[config.mk]
export PLATFORM = sky130hd
export DESIGN_NAME = uart_rx_sniffer
export DESIGN_NICKNAME = d
export VERILOG_FILES = /design/src/rtl/uart_rx_sniffer.sv
export SDC_FILE = /design/constraint.sdc
export NUM_CORES = 1
export LEC_CHECK = 0
export ABC_AREA = 0
export BUFFER_PORTS_ARGS = -buffer_cell sky130_fd_sc_hd__buf_2
export CAP_MARGIN = 20
export CORE_MARGIN = 3
export CORE_UTILIZATION = 45
export CTS_CLUSTER_SIZE = 25
export DETAILED_ROUTE_END_ITERATION = 16
export PLACE_DENSITY = 0.65
export SYNTH_ARGS = -nofsm -noshare
export SYNTH_HDL_FRONTEND = slang
export SYNTH_SLANG_ARGS = --single-unit
[constraint.sdc]
create_clock -name CLK -period 4.9 [get_ports CLK]
set_input_delay 0.245 -clock CLK [delete_from_list [all_inputs] [get_ports CLK]]
set_output_delay 0.245 -clock CLK [all_outputs]
set_load 0.05 [all_outputs]
[src/rtl/uart_rx_sniffer.sv]
// UART receive monitor: synchronises a serial line, deframes characters and
// queues {ferr, perr, data} in a first-word-fall-through FIFO with status counters.
module uart_rx_sniffer #(
    parameter int         CLK_HZ     = 100_000_000,
    parameter int         BAUD       = 19200,
    parameter int         DATA_BITS  = 8,
    parameter int         PARITY     = 0,
    parameter int         STOP_BITS  = 1,
    parameter int         FIFO_DEPTH = 16,
    parameter logic [7:0] EOT_CHAR   = 8'h04
) (
    input  logic                        CLK,
    input  logic                        RESET,
    input  logic                        rx,
    input  logic                        out_ready,
    input  logic                        clr_sticky,
    output logic                        out_valid,
    output logic [DATA_BITS-1:0]        out_data,
    output logic                        out_perr,
    output logic                        out_ferr,
    output logic [$clog2(FIFO_DEPTH):0] level,
    output logic                        overrun,
    output logic                        eot,
    output logic                        busy,
    output logic [15:0]                 char_count,
    output logic [7:0]                  glitch_count
);
    localparam int BIT_CYC  = CLK_HZ / BAUD;
    localparam int HALF_CYC = BIT_CYC / 2;
    localparam int TW       = $clog2(BIT_CYC + 1);
    localparam int AW       = $clog2(FIFO_DEPTH);
    localparam int EW       = DATA_BITS + 2;
    localparam logic [AW:0] LVL_FULL = (AW+1)'(FIFO_DEPTH);

    typedef enum logic [2:0] {S_IDLE, S_START, S_DATA, S_PAR, S_STOP, S_STOP2} state_t;

    state_t               state_q, state_d;
    logic                 sync1_q, sync2_q, prev_q;
    logic [TW-1:0]        timer_q;
    logic [3:0]           bit_cnt_q;
    logic [DATA_BITS-1:0] shift_q;
    logic                 perr_q, ferr_q;

    logic                 rx_s, start_edge, tick, last_bit;
    logic                 load_half, glitch, sample_data, sample_par, sample_stop, push;
    logic                 ferr_now, eot_match, pop, full, accept;
    logic [8:0]           data_ext;

    logic [EW-1:0]        mem_q [FIFO_DEPTH];
    logic [EW-1:0]        head;
    logic [AW:0]          wr_ptr_q, rd_ptr_q;
    logic                 overrun_q, eot_q;
    logic [15:0]          char_count_q;
    logic [7:0]           glitch_count_q;

    // Synchroniser and edge history idle high so reset never looks like a start edge.
    // NOTE: sequential state uses non-blocking assignments so all flops update together.
    always_ff @(posedge CLK) begin
        if (RESET) begin
            sync1_q <= 1'b1;
            sync2_q <= 1'b1;
            prev_q  <= 1'b1;
        end else begin
            sync1_q <= rx;
            sync2_q <= sync1_q;
            prev_q  <= sync2_q;
        end
    end

    assign rx_s       = sync2_q;
    assign start_edge = prev_q & ~sync2_q;
    assign tick       = (timer_q == TW'(1));
    assign last_bit   = (bit_cnt_q == 4'(DATA_BITS - 1));

    always_ff @(posedge CLK) begin
        if (RESET) state_q <= S_IDLE;
        else       state_q <= state_d;
    end

    // NOTE: every combinational output gets a default first so no latch is inferred.
    always_comb begin
        state_d = state_q;
        unique case (state_q)
            S_IDLE:  if (start_edge) state_d = S_START;
            S_START: if (tick) state_d = rx_s ? S_IDLE : S_DATA;
            S_DATA:  if (tick && last_bit) state_d = (PARITY != 0) ? S_PAR : S_STOP;
            S_PAR:   if (tick) state_d = S_STOP;
            S_STOP:  if (tick) state_d = (STOP_BITS == 2) ? S_STOP2 : S_IDLE;
            S_STOP2: if (tick) state_d = S_IDLE;
            default: state_d = S_IDLE;
        endcase
    end

    always_comb begin
        load_half   = 1'b0;
        glitch      = 1'b0;
        sample_data = 1'b0;
        sample_par  = 1'b0;
        sample_stop = 1'b0;
        push        = 1'b0;
        unique case (state_q)
            S_IDLE:  load_half   = start_edge;
            S_START: glitch      = tick & rx_s;
            S_DATA:  sample_data = tick;
            S_PAR:   sample_par  = tick;
            S_STOP: begin
                sample_stop = tick;
                push        = tick & (STOP_BITS == 1);
            end
            S_STOP2: begin
                sample_stop = tick;
                push        = tick;
            end
            default: ;
        endcase
    end

    always_ff @(posedge CLK) begin
        if (RESET) begin
            timer_q   <= '0;
            bit_cnt_q <= '0;
            shift_q   <= '0;
            perr_q    <= 1'b0;
            ferr_q    <= 1'b0;
        end else begin
            if (load_half)           timer_q <= TW'(HALF_CYC);
            else if (tick)           timer_q <= TW'(BIT_CYC);
            else if (timer_q != '0)  timer_q <= timer_q - TW'(1);

            if (load_half) begin
                bit_cnt_q <= '0;
                perr_q    <= 1'b0;
                ferr_q    <= 1'b0;
            end
            if (sample_data) begin
                shift_q   <= {rx_s, shift_q[DATA_BITS-1:1]};
                bit_cnt_q <= bit_cnt_q + 4'd1;
            end
            if (sample_par)          perr_q <= ((^shift_q) ^ rx_s) != (PARITY == 1);
            if (sample_stop && !rx_s) ferr_q <= 1'b1;
        end
    end

    // The final stop sample feeds the pushed entry directly, so fold it in here.
    assign ferr_now  = ferr_q | ~rx_s;
    assign data_ext  = 9'(shift_q);
    assign eot_match = ((data_ext ^ {1'b0, EOT_CHAR}) & 9'h0FF) == 9'h000;

    assign level  = wr_ptr_q - rd_ptr_q;
    assign full   = (level == LVL_FULL);
    assign pop    = out_valid & out_ready;
    assign accept = push & (~full | pop);

    // NOTE: FIFO storage has no reset; the pointers alone define which entries are live.
    always_ff @(posedge CLK) begin
        if (accept) mem_q[wr_ptr_q[AW-1:0]] <= {ferr_now, perr_q, shift_q};
    end

    always_ff @(posedge CLK) begin
        if (RESET) begin
            wr_ptr_q       <= '0;
            rd_ptr_q       <= '0;
            overrun_q      <= 1'b0;
            eot_q          <= 1'b0;
            char_count_q   <= '0;
            glitch_count_q <= '0;
        end else begin
            if (accept) wr_ptr_q <= wr_ptr_q + (AW+1)'(1);
            if (pop)    rd_ptr_q <= rd_ptr_q + (AW+1)'(1);

            if (push && !accept) overrun_q <= 1'b1;
            else if (clr_sticky) overrun_q <= 1'b0;

            eot_q <= accept & eot_match & ~perr_q & ~ferr_now;

            if (accept && char_count_q != 16'hFFFF)  char_count_q   <= char_count_q + 16'd1;
            if (glitch && glitch_count_q != 8'hFF)   glitch_count_q <= glitch_count_q + 8'd1;
        end
    end

    assign head         = mem_q[rd_ptr_q[AW-1:0]];
    assign out_valid    = (level != '0);
    assign out_data     = out_valid ? head[DATA_BITS-1:0] : '0;
    assign out_perr     = out_valid & head[DATA_BITS];
    assign out_ferr     = out_valid & head[DATA_BITS+1];
    assign overrun      = overrun_q;
    assign eot          = eot_q;
    assign busy         = (state_q != S_IDLE);
    assign char_count   = char_count_q;
    assign glitch_count = glitch_count_q;

endmodule
==> summary.md, run 1 <==
| Metric | Value |
|---|---|
| Num CTS Buffers | `25` |
| Final HPWL DP | `between 10 and 15 mm` |
| Setup_tns | `0 ns` |
| Drt pass-1 iters | `4` |
| Routed Antenna Nets | `0` |
| Worst-skew pair later-pin latency | `approximately 0.51 ns` |
| Net count after synthesis | `between 700 and 800` |
| Synth unique cells | `49` |
| Inst Count DP | `just under 1,000` |
| GR Util All Layers | `0.1737` |
| Max Fclk | `approximately 290 MHz` |
| FF+latch count, synth | `233` |
| CTS max path bufs | `3` |
| Critical path fanouts, max | `14` |
| EDFF count, synth | `160` |
| Outcome | `finished clean` |
| Slew HR | `0.3035` |
| RSZ-0062 raised after global routing | `false` |
| Routed WL | `around 20 mm` |
| Cell Area, Synth | `around 0.01 mm2` |
| Row Count | `between 50 and 60` |
| Clock Skews | `~0.011 ns` |
| Dominant synthesized flop cell | `edfxtp_1` |
| Register area share after synthesis | `0.6424` |
| Total power | `between 5 and 6 mW` |
| DR WL/cell | `approximately 20 um` |
| Worst Path Arrival | `around 3.2 ns` |
| Commonest non-fill, non-tap cell in the layout | `edfxtp_1` |
| Fraction of registers with async set/reset | `0` |
| Syn Area/Cell | `14.22 um2` |
| Largest net degree at the start of global routing | `68` |
| Gate Count Post-Synth | `686` |
| Pwr dens | `slightly above 500 mW/mm2` |
| Leak Pwr | `3.789 nW` |
| Max_cap viols | `0` |
| Most frequent cells in the layout | `160 x edfxtp_1, 72 x dfxtp_1, 50 x mux4_2, 47 x buf_2, 45 x nand2_1` |
| Area delta synth->final | `13.62%` |
| Post-CTS resize count | `0` |
| Fillers | `1,711` |
| Total grt overflow | `0` |
| Nets | `762` |
| Layout cells sized above 1 | `0.2077` |
| Worst Tran Pin Value | `1.041 ns` |
| Die span in y | `~150 um` |
| Final Non-Filler Cells | `1,031` |
| Final hold viol count | `0` |
| Worst setup SP type | `flip-flop` |
| CTS root buf | `clkbuf_16` |
| Die width | `around 150 um` |
| Initial antenna violation count | `0` |
| GPL Wtd Cong | `about 0.82` |
| PortBufs | `between 40 and 50` |
| Total number of vias | `5,870` |
| Critical Path Sink Type | `output port` |
| Setup violations, final | `0` |
| DRC violations left | `0` |
| CP Class | `flip-flop to output port` |
| Critical path data required time | `roughly 4.7 ns` |
| H-tree depth | `1` |
| Worst vdd ir | `between 300 and 400 uV` |
| Core area | `0.02115 mm2` |
| # Post-CTS Setup Buffers | `0` |
| Final max-slew violation count | `0` |
| Clock tree from TritonCTS | `built` |
| ANT cells | `0` |
| CTS Sinks | `about 230` |
| Initial Utilization | `0.4611` |
| Area of the die | `0.02348 mm2` |
| Drt via density | `around 5.7` |
| Ys Warns | `0` |
| Clock slew at reported path FFs | `about 0.060 ns` |
| Num ports | `48` |
| Worst Hold Class | `input pin to flip-flop` |
| Period minus WS final | `3.474 ns` |
| First-pass GRT wire length | `~33 mm` |
| Final period util | `0.7090` |
| Number of global-route vias before repair | `~6,000` |
| Initial drt markers | `around 420` |
[power by group]
group | switching [mW] | total [mW] | internal (mW)
Sequential | 0.0962 | 2.24 | 2.14
Clock | 0.732 | 1.77 | 1.04
Combinational | 1.08 | 1.69 | 0.617
[area by class of cell]
cell class	instances	area, um2	area share
well taps	275	344.1	0.03105
inverters	26	97.59	0.008806
flip-flops and latches	233	6267	0.5655
clock inverters	14	111.4	0.01005
multi-input cells	397	3287	0.2966
clock buffers	31	678.2	0.06119
repair buffers	55	297.8	0.02687
[routing by layer]
layer,part of all wire,track usage,vias to the layer above,routed length (um)
met5,0,0,-,0
met4,0.014,0.03988,0,293
met3,0.061,0.03313,22,1238
met2,0.49,0.2866,177,9906
met1,0.44,0.2419,2927,8936
li1,-,-,2744,-
[Yosys cell counts, types with 2 or more instances]
cell type	count	area, um2
edfxtp_1	160	4805
dfxtp_1	73	1461
mux4_2	50	1126
nand2_1	45	168.9
a21oi_1	44	220.2
nor2_1	39	146.4
inv_1	26	97.59
clkbuf_1	22	82.58
o21ai_0	22	110.1
nand3_1	20	100.1
and3_1	18	112.6
ha_1	18	225.2
or3_1	18	112.6
nor2b_1	12	75.07
xor2_1	11	96.34
xnor2_1	9	78.83
o31ai_1	8	60.06
or4_1	8	60.06
nor3_1	7	35.03
and4_1	6	52.55
buf_1	6	22.52
nand4_1	6	37.54
mux2i_1	5	50.05
nand2b_1	5	31.28
nor4_1	5	31.28
a211oi_1	4	30.03
a31oi_1	4	25.02
nand3b_1	4	30.03
nand4b_1	4	35.03
or2_2	4	25.02
and2_1	2	12.51
buf_2	2	10.01
nor4b_1	2	17.52
o211ai_1	2	15.01
[critical path: stages, from the launching register on]
cell and delay (ns):
dfxtp_1 0.38, inv_1 0.12, ha_1 0.24, fa_1 0.41, nand2b_1 0.17, a21oi_1 0.15
xor2_1 0.32, inv_1 0.13, nor2_1 0.26, buf_4 0.27, nor2b_1 0.07, buf_2 0.21
[logic make-up after synthesis]
kind of cell	count (synthesis)	share of synthesized area
muxes	55	0.1206
adders and majority gates	19	0.02514
buffers and inverters	56	0.02181
and+or+nand+nor	210	0.1166
AOI/OAI and AO/OA	93	0.05554
DFF	233	0.6424
xor gates and xnor gates	20	0.01796
[registers in the layout, indices dropped and copies added (netlist names), named ones only]
register	flops
state_q	3
perr_q	1
ferr_q	1
prev_q	1
rd_ptr_q	5
eot	1
wr_ptr_q	5
overrun	1
char_count	16
timer_q	13
rx_s	1
bit_cnt_q	4
glitch_count	8
sync1_q	1
shift_q	8
mem_q	160
[what timing repair did]
| action | CTS | global route |
|---|---|---|
| endpoints found under the hold margin | 1 | 0 |
| hold buffers | 1 | 0 |
| endpoints found under the setup margin | 0 | 0 |
[per-stage QoR]
stage	utilization	hold slack [ns]	worst slack (ns)	cell area, um2
final	0.5239	0.02909	1.426	11080
after global routing	0.5239	0.04401	1.205	11080
after CTS	0.5236	0.01762	0.9285	11080
after detailed placement	0.4858	0.3968	1.484	10280
after global placement	0.4854	0.3940	1.616	10270
after floorplan	-	0.3488	0.5790	9754
[path summary, 6_finish.rpt]
kind	startpoint	to	slack [ns]	depth (start not counted)
max	wr_ptr_q[0]	out_ferr	1.43	11
min	clr_sticky	overrun	0.03	3
max reg2reg	wr_ptr_q[0]	mem_q[15][5]	1.44	9
min reg2reg	sync1_q	rx_s	0.41	1
Power figures use the tool's default switching activity.
==> inputs of run 2 (changes only) <==
Clock period 4.9 ns to 3.54 ns, I/O delays scaled along.
==> run 2 against run 1 <==
Worst hold slack better by 0.13 ns; total power increased by 42%; cell count up 1.3%; count of clock-buffer cells in the layout up 1; core utilization rose by 0.80 points; design area increased by 1.5%; clock skew increased by 0.012 ns; first-iteration DRC count increased by 1.7%; sequential share of layout area fell by 0.86 points; routed wire length grew 8.5%; clock power up 45%; non-clock buffer count grew 13; critical endpoint is now out_data[7]; largest cell class unchanged; largest power group unchanged.
==> summary.md, run 2 (synthesis gave the netlist of run 1 again) <==
| Metric | Value |
|---|---|
| Outcome | `finished clean` |
| RSZ-0062 raised after global routing | `false` |
| Routed WL | `between 20 and 25 mm` |
| Net Sw Power | `roughly 2.7 mW` |
| Switching fraction of total power | `0.3313` |
| Area of the die | `0.02348 mm2` |
| Crit Reg-Reg Endpoint | `mem_q[3][5]` |
| DR WL/cell | `about 21 um` |
| Hold Path Depth | `2` |
| Initial drt markers | `roughly 430` |
| DRC violations left | `0` |
| Die width | `~150 um` |
| Pwr dens | `just over 700 mW/mm2` |
| Number of global-route vias before repair | `6,054` |
| Drt via density | `between 5 and 6` |
| Pre-CTS setup slack | `around 0.43 ns` |
| Met3 wire length | `1.584 mm` |
| # Post-CTS Setup Buffers | `0` |
| Final worst setup slack | `0.2374 ns` |
| Commonest non-fill, non-tap cell in the layout | `edfxtp_1` |
| R2r setup slk | `0.42 ns` |
| Final max-slew violation count | `0` |
| Total number of vias | `approximately 6,000` |
| Drt pass-1 iters | `4` |
| Initial Utilization | `0.4611` |
| Max Fclk | `slightly above 300 MHz` |
| Area delta synth->final | `15.37%` |
| Final Non-Filler Cells | `around 1,000` |
| First-pass GRT wire length | `34.61 mm` |
| Sequential power share | `0.378` |
| CTS Sinks | `233` |
| Final hold viol count | `0` |
| CTS root buf | `clkbuf_16` |
| Layout cells sized above 1 | `0.2172` |
| Final HPWL DP | `14.81 mm` |
| Total grt overflow | `0` |
| Finished Cell Area | `around 0.011 mm2` |
| Row Count | `between 50 and 60` |
| Comb pwr share | `0.305` |
| Final period util | `0.9329` |
| GPL Wtd Cong | `between 0.8 and 0.9` |
| Num CTS Buffers | `25` |
| Worst Path Arrival | `around 3.1 ns` |
| Worst vdd ir | `378.6 uV` |
| Routed length on met2 | `10.91 mm` |
| Sequential cell area | `0.006267 mm2` |
| Die span in y | `~150 um` |
| Num ports | `between 40 and 50` |
| Post-CTS resize count | `0` |
| Worst-skew pair later-pin latency | `roughly 0.53 ns` |
| H-tree depth | `1` |
| Worst Hold Class | `input pin to flip-flop` |
| Setup violations, final | `0` |
| CP Class | `flip-flop to output port` |
| Critical path data required time | `around 3.4 ns` |
| Critical Path Slowest Stage Cell | `fa_1` |
| Crit path cell chain | `inv_1, ha_1, fa_1, nand2b_1, a21oi_1, xor2_1, buf_4, inv_1, nor2_1, buf_4, nor2b_1, buf_2` |
| Critical path fanouts, max | `17` |
| Period minus WS final | `about 3.3 ns` |
| ANT cells | `0` |
| Hold Crit Endpoint | `perr_q` |
| Routed Antenna Nets | `0` |
| Pint | `5.403 mW` |
| Leak Pwr | `between 3 and 4 nW` |
| Worst path max stage delay | `roughly 0.44 ns` |
| Clock Power Share | `0.316` |
| Clock slew at reported path FFs | `roughly 0.060 ns` |
| Critical Path Sink Type | `output port` |
| Clock tree from TritonCTS | `built` |
| Slew HR | `0.4072` |
| Met1 wire length | `around 9 mm` |
| Core area | `0.02115 mm2` |
| Largest net degree at the start of global routing | `41` |
| HP Start | `RESET` |
| Clock Skews | `roughly 0.023 ns` |
| GR Util All Layers | `0.1885` |
| PortBufs | `47` |
| Worst R2R Start | `wr_ptr_q[0]` |
| Fillers | `between 1,500 and 2,000` |
| Inst Count DP | `between 900 and 1,000` |
| Most frequent cells in the layout | `160 x edfxtp_1, 72 x dfxtp_1, 50 x mux4_2, 47 x buf_2, 45 x nand2_1` |
| Nets | `approximately 780` |
| CTS Hold Bufs | `2` |
| Max layer used | `met4` |
| CTS max path bufs | `3` |
| R2R depth | `10` |
| Setup_tns | `0 ns` |
| Max_cap viols | `0` |
| Worst setup SP type | `flip-flop` |
| Initial antenna violation count | `0` |
| Area of the multi-input gates | `approximately 0.0033 mm2` |
| Worst Tran Pin Value | `roughly 0.89 ns` |
| Placed Area | `approximately 0.010 mm2` |
| Max reg flops | `160` |
-- run 2: how the worst max path moves through the flow --
stage | start | end
after global routing | wr_ptr_q[0] | out_data[7]
after global placement | wr_ptr_q[0] | mem_q[13][8]
final | wr_ptr_q[0] | out_data[7]
after detailed placement | wr_ptr_q[0] | mem_q[14][5]
after CTS | wr_ptr_q[0] | out_data[7]
after floorplan | wr_ptr_q[0] | mem_q[15][0]
-- run 2: power groups by stage --
stage	Combinational (mW)	Sequential [mW]	Clock, mW
2_1_floorplan	1.88	3.09	0
3_3_place_gp	2.43	3.11	0
3_5_place_dp	2.47	3.11	0
4_1_cts	2.48	3.06	2.62
5_1_grt	2.65	3.07	2.74
6_report	2.46	3.06	2.56
-- run 2: metal layers --
layer  GRT usage  up-vias
met5           0        -
met4     0.05431        0
met3     0.04304       41
met2      0.3128      221
met1      0.2509     2958
li1            -     2768
-- run 2: per-stage QoR --
stage	util	hold slack, ns	total power, mW
finish	0.5320	0.1597	8.080
global route	0.5320	0.1741	8.462
CTS	0.5320	0.1437	8.155
detailed placement	0.4922	0.3694	5.588
global placement	0.4922	0.3753	5.539
floorplan	-	0.2808	4.970
-- run 2: area by class of cell --
cell class,count,share of cell area
flip-flops and latches,233,0.5569
multi-input cells,397,0.2943
clock buffers,32,0.06149
repair buffers,68,0.03647
well taps,275,0.03058
clock inverters,13,0.01156
inverters,26,0.008672
-- run 2: critical path: cells and delay by family (launching register included) --
family | cells | cell delay, ns
buffers and inverters | 5 | 0.79
XOR/XNOR | 1 | 0.21
AND/OR/NAND/NOR | 3 | 0.35
adder cells (fa/ha/maj) | 2 | 0.68
flip-flops | 1 | 0.38
AO/OA/AOI/OAI | 1 | 0.17
==> inputs of run 3 (changes only) <==
Settings changed: SETUP_SLACK_MARGIN set to 0.3.
==> run 3 against run 2 <==
Non-clock buffer count increased by 6; sequential power about the same; die area unchanged; sequential share of layout area decreased by 0.61 points; cell count increased by 0.67%; combinational power increased by 9.8%; sequential cell count unchanged; design area increased by 1.1%; via count increased by 1.9%; core utilization increased by 0.61 points; clock power increased by 2%; total power increased by 3.6%; critical path type unchanged; largest cell class unchanged; largest power group unchanged; highest routed layer unchanged.
==> summary.md, run 3 (synthesis gave the netlist of run 1 again) <==
| Metric | Value |
|---|---|
| Critical Path Sink Type | `output port` |
| First-pass GRT wire length | `34.22 mm` |
| Outcome | `finished clean` |
| Setup violations, final | `0` |
| Worst Path Arrival | `just under 3 ns` |
| Inst Count DP | `between 900 and 1,000` |
| Fillers | `~1,700` |
| Commonest non-fill, non-tap cell in the layout | `edfxtp_1` |
| Final HPWL DP | `~15 mm` |
| Drt via density | `about 5.8` |
| Die span in y | `153.2 um` |
| Buf/Inv on CP | `5` |
| CTS root buf | `clkbuf_16` |
| Slew HR | `0.4570` |
| Leak Pwr | `between 3 and 4 nW` |
| Clock Skews | `between 0.01 and 0.015 ns` |
| Final period util | `0.8887` |
| Pwr dens | `between 700 and 800 mW/mm2` |
| Placed Area | `0.01043 mm2` |
| Routed WL | `roughly 22 mm` |
| RSZ-0062 raised after global routing | `false` |
| Worst path max stage delay | `between 0.5 and 0.6 ns` |
| Final max-slew violation count | `0` |
| Number of global-route vias before repair | `approximately 5,900` |
| Hold Slack | `approximately 0.13 ns` |
| Initial drt markers | `around 540` |
| Core area | `0.02115 mm2` |
| Largest delay share family, worst path | `adder cells` |
| Worst-skew pair later-pin latency | `slightly above 0.5 ns` |
| Die width | `approximately 150 um` |
| Max reg flops | `between 150 and 200` |
| Layout cells sized above 1 | `0.2423` |
| Finished Cell Area | `about 0.011 mm2` |
| Max_cap viols | `0` |
| Num ports | `between 40 and 50` |
| Worst setup SP type | `flip-flop` |
| PortBufs | `47` |
| Total power | `about 8.4 mW` |
| Clock tree from TritonCTS | `built` |
| Area of the multi-input gates | `0.003348 mm2` |
| Final worst setup slack | `between 0.3 and 0.4 ns` |
| Initial Utilization | `0.4611` |
| Area of the die | `between 0.02 and 0.025 mm2` |
| Setup_tns | `0 ns` |
| Sequential cell area | `0.006270 mm2` |
| Num CTS Buffers | `25` |
| Layout Utilization | `0.5381` |
| Clock slew at reported path FFs | `0.06 ns` |
| Largest net degree at the start of global routing | `between 40 and 50` |
| Pre-CTS setup slack | `between 0.4 and 0.5 ns` |
| Period minus WS final | `3.146 ns` |
| Worst vdd ir | `approximately 450 uV` |
| Row Count | `53` |
| ANT cells | `0` |
| Routed Antenna Nets | `0` |
| GR Util All Layers | `0.1853` |
| CP Class | `flip-flop to output port` |
| CTS max path bufs | `3` |
| Total grt overflow | `0` |
| Area delta synth->final | `16.69%` |
| Critical Path Slowest Stage Cell | `fa_2` |
| Initial antenna violation count | `0` |
| Nets | `781` |
| Final hold viol count | `0` |
| Critical path fanouts, max | `6` |
| CTS Sinks | `about 230` |
| DRC violations left | `0` |
| Most frequent cells in the layout | `160 x edfxtp_1, 70 x dfxtp_1, 50 x mux4_2, 45 x nand2_1` |
| Total number of vias | `~6,100` |
| DR WL/cell | `21.16 um` |
| Max Fclk | `317.9 MHz` |
| GPL Wtd Cong | `~0.86` |
| Drt pass-1 iters | `5` |
| Most used cell, CP | `buf_4` |
| H-tree depth | `1` |
| Critical path data required time | `3.36 ns` |
| Final Non-Filler Cells | `around 1,100` |
| Worst Tran Pin Value | `~0.81 ns` |
| Worst Hold Class | `input pin to flip-flop` |
| Crit path cell chain | `inv_2, ha_2, fa_2, inv_1, nor4_2, mux2i_1, buf_4, nor2_4, buf_6, nor2b_1, buf_4` |
[run 3: final cells by class]
cell class	count	area share
multi-input combinational	397	0.2942
sequential	233	0.5508
clock buffer	35	0.06464
clock inverter	11	0.01000
inverter	26	0.008574
tap	275	0.03023
timing repair buffer	74	0.04155
[run 3: worst paths after layout]
kind               startpoint              to  slack (ns)  depth (start not counted)
setup / recovery  wr_ptr_q[0]     out_data[4]        0.39                         11
hold / removal      out_ready     rd_ptr_q[4]        0.13                          4
setup reg to reg  wr_ptr_q[0]  char_count[15]        0.51                         12
hold reg to reg       sync1_q            rx_s        0.42                          1
[run 3: where the power goes]
part	leakage [nW]	internal (mW)	switching [mW]	total, mW
registers	2.07	2.96	0.0985	3.06
clock network	0.426	1.59	1.02	2.61
logic	1.45	1.04	1.66	2.70
total	3.95	5.60	2.78	8.37
[run 3: worst register-to-register path: stages (launching register included)]
cell and delay, ns:
dfxtp_2 0.36, inv_2 0.07, ha_2 0.20, fa_2 0.59
inv_1 0.07, nor4_2 0.25, mux2i_1 0.12, buf_4 0.17
buf_4 0.14, o31ai_4 0.42, buf_4 0.30, or4_1 0.15
a21oi_1 0.06
[run 3: per-layer routing]
metal | vias up | track usage | wire length [um]
met5 | - | 0 | 0
met2 | 224 | 0.3051 | 10860
met1 | 3068 | 0.2590 | 9514
met3 | 33 | 0.03539 | 1484
met4 | 0 | 0.04115 | 372
li1 | 2774 | - | -
[run 3: timing repair]
item | in CTS | in global routing
setup buffers | 1 | 3
hold endpoints to repair | 2 | 0
setup endpoints to repair | 11 | 11
gates cloned | 1 | 0
hold buffers | 2 | 0
resized for setup | 8 | 11
pin swaps | 1 | 2
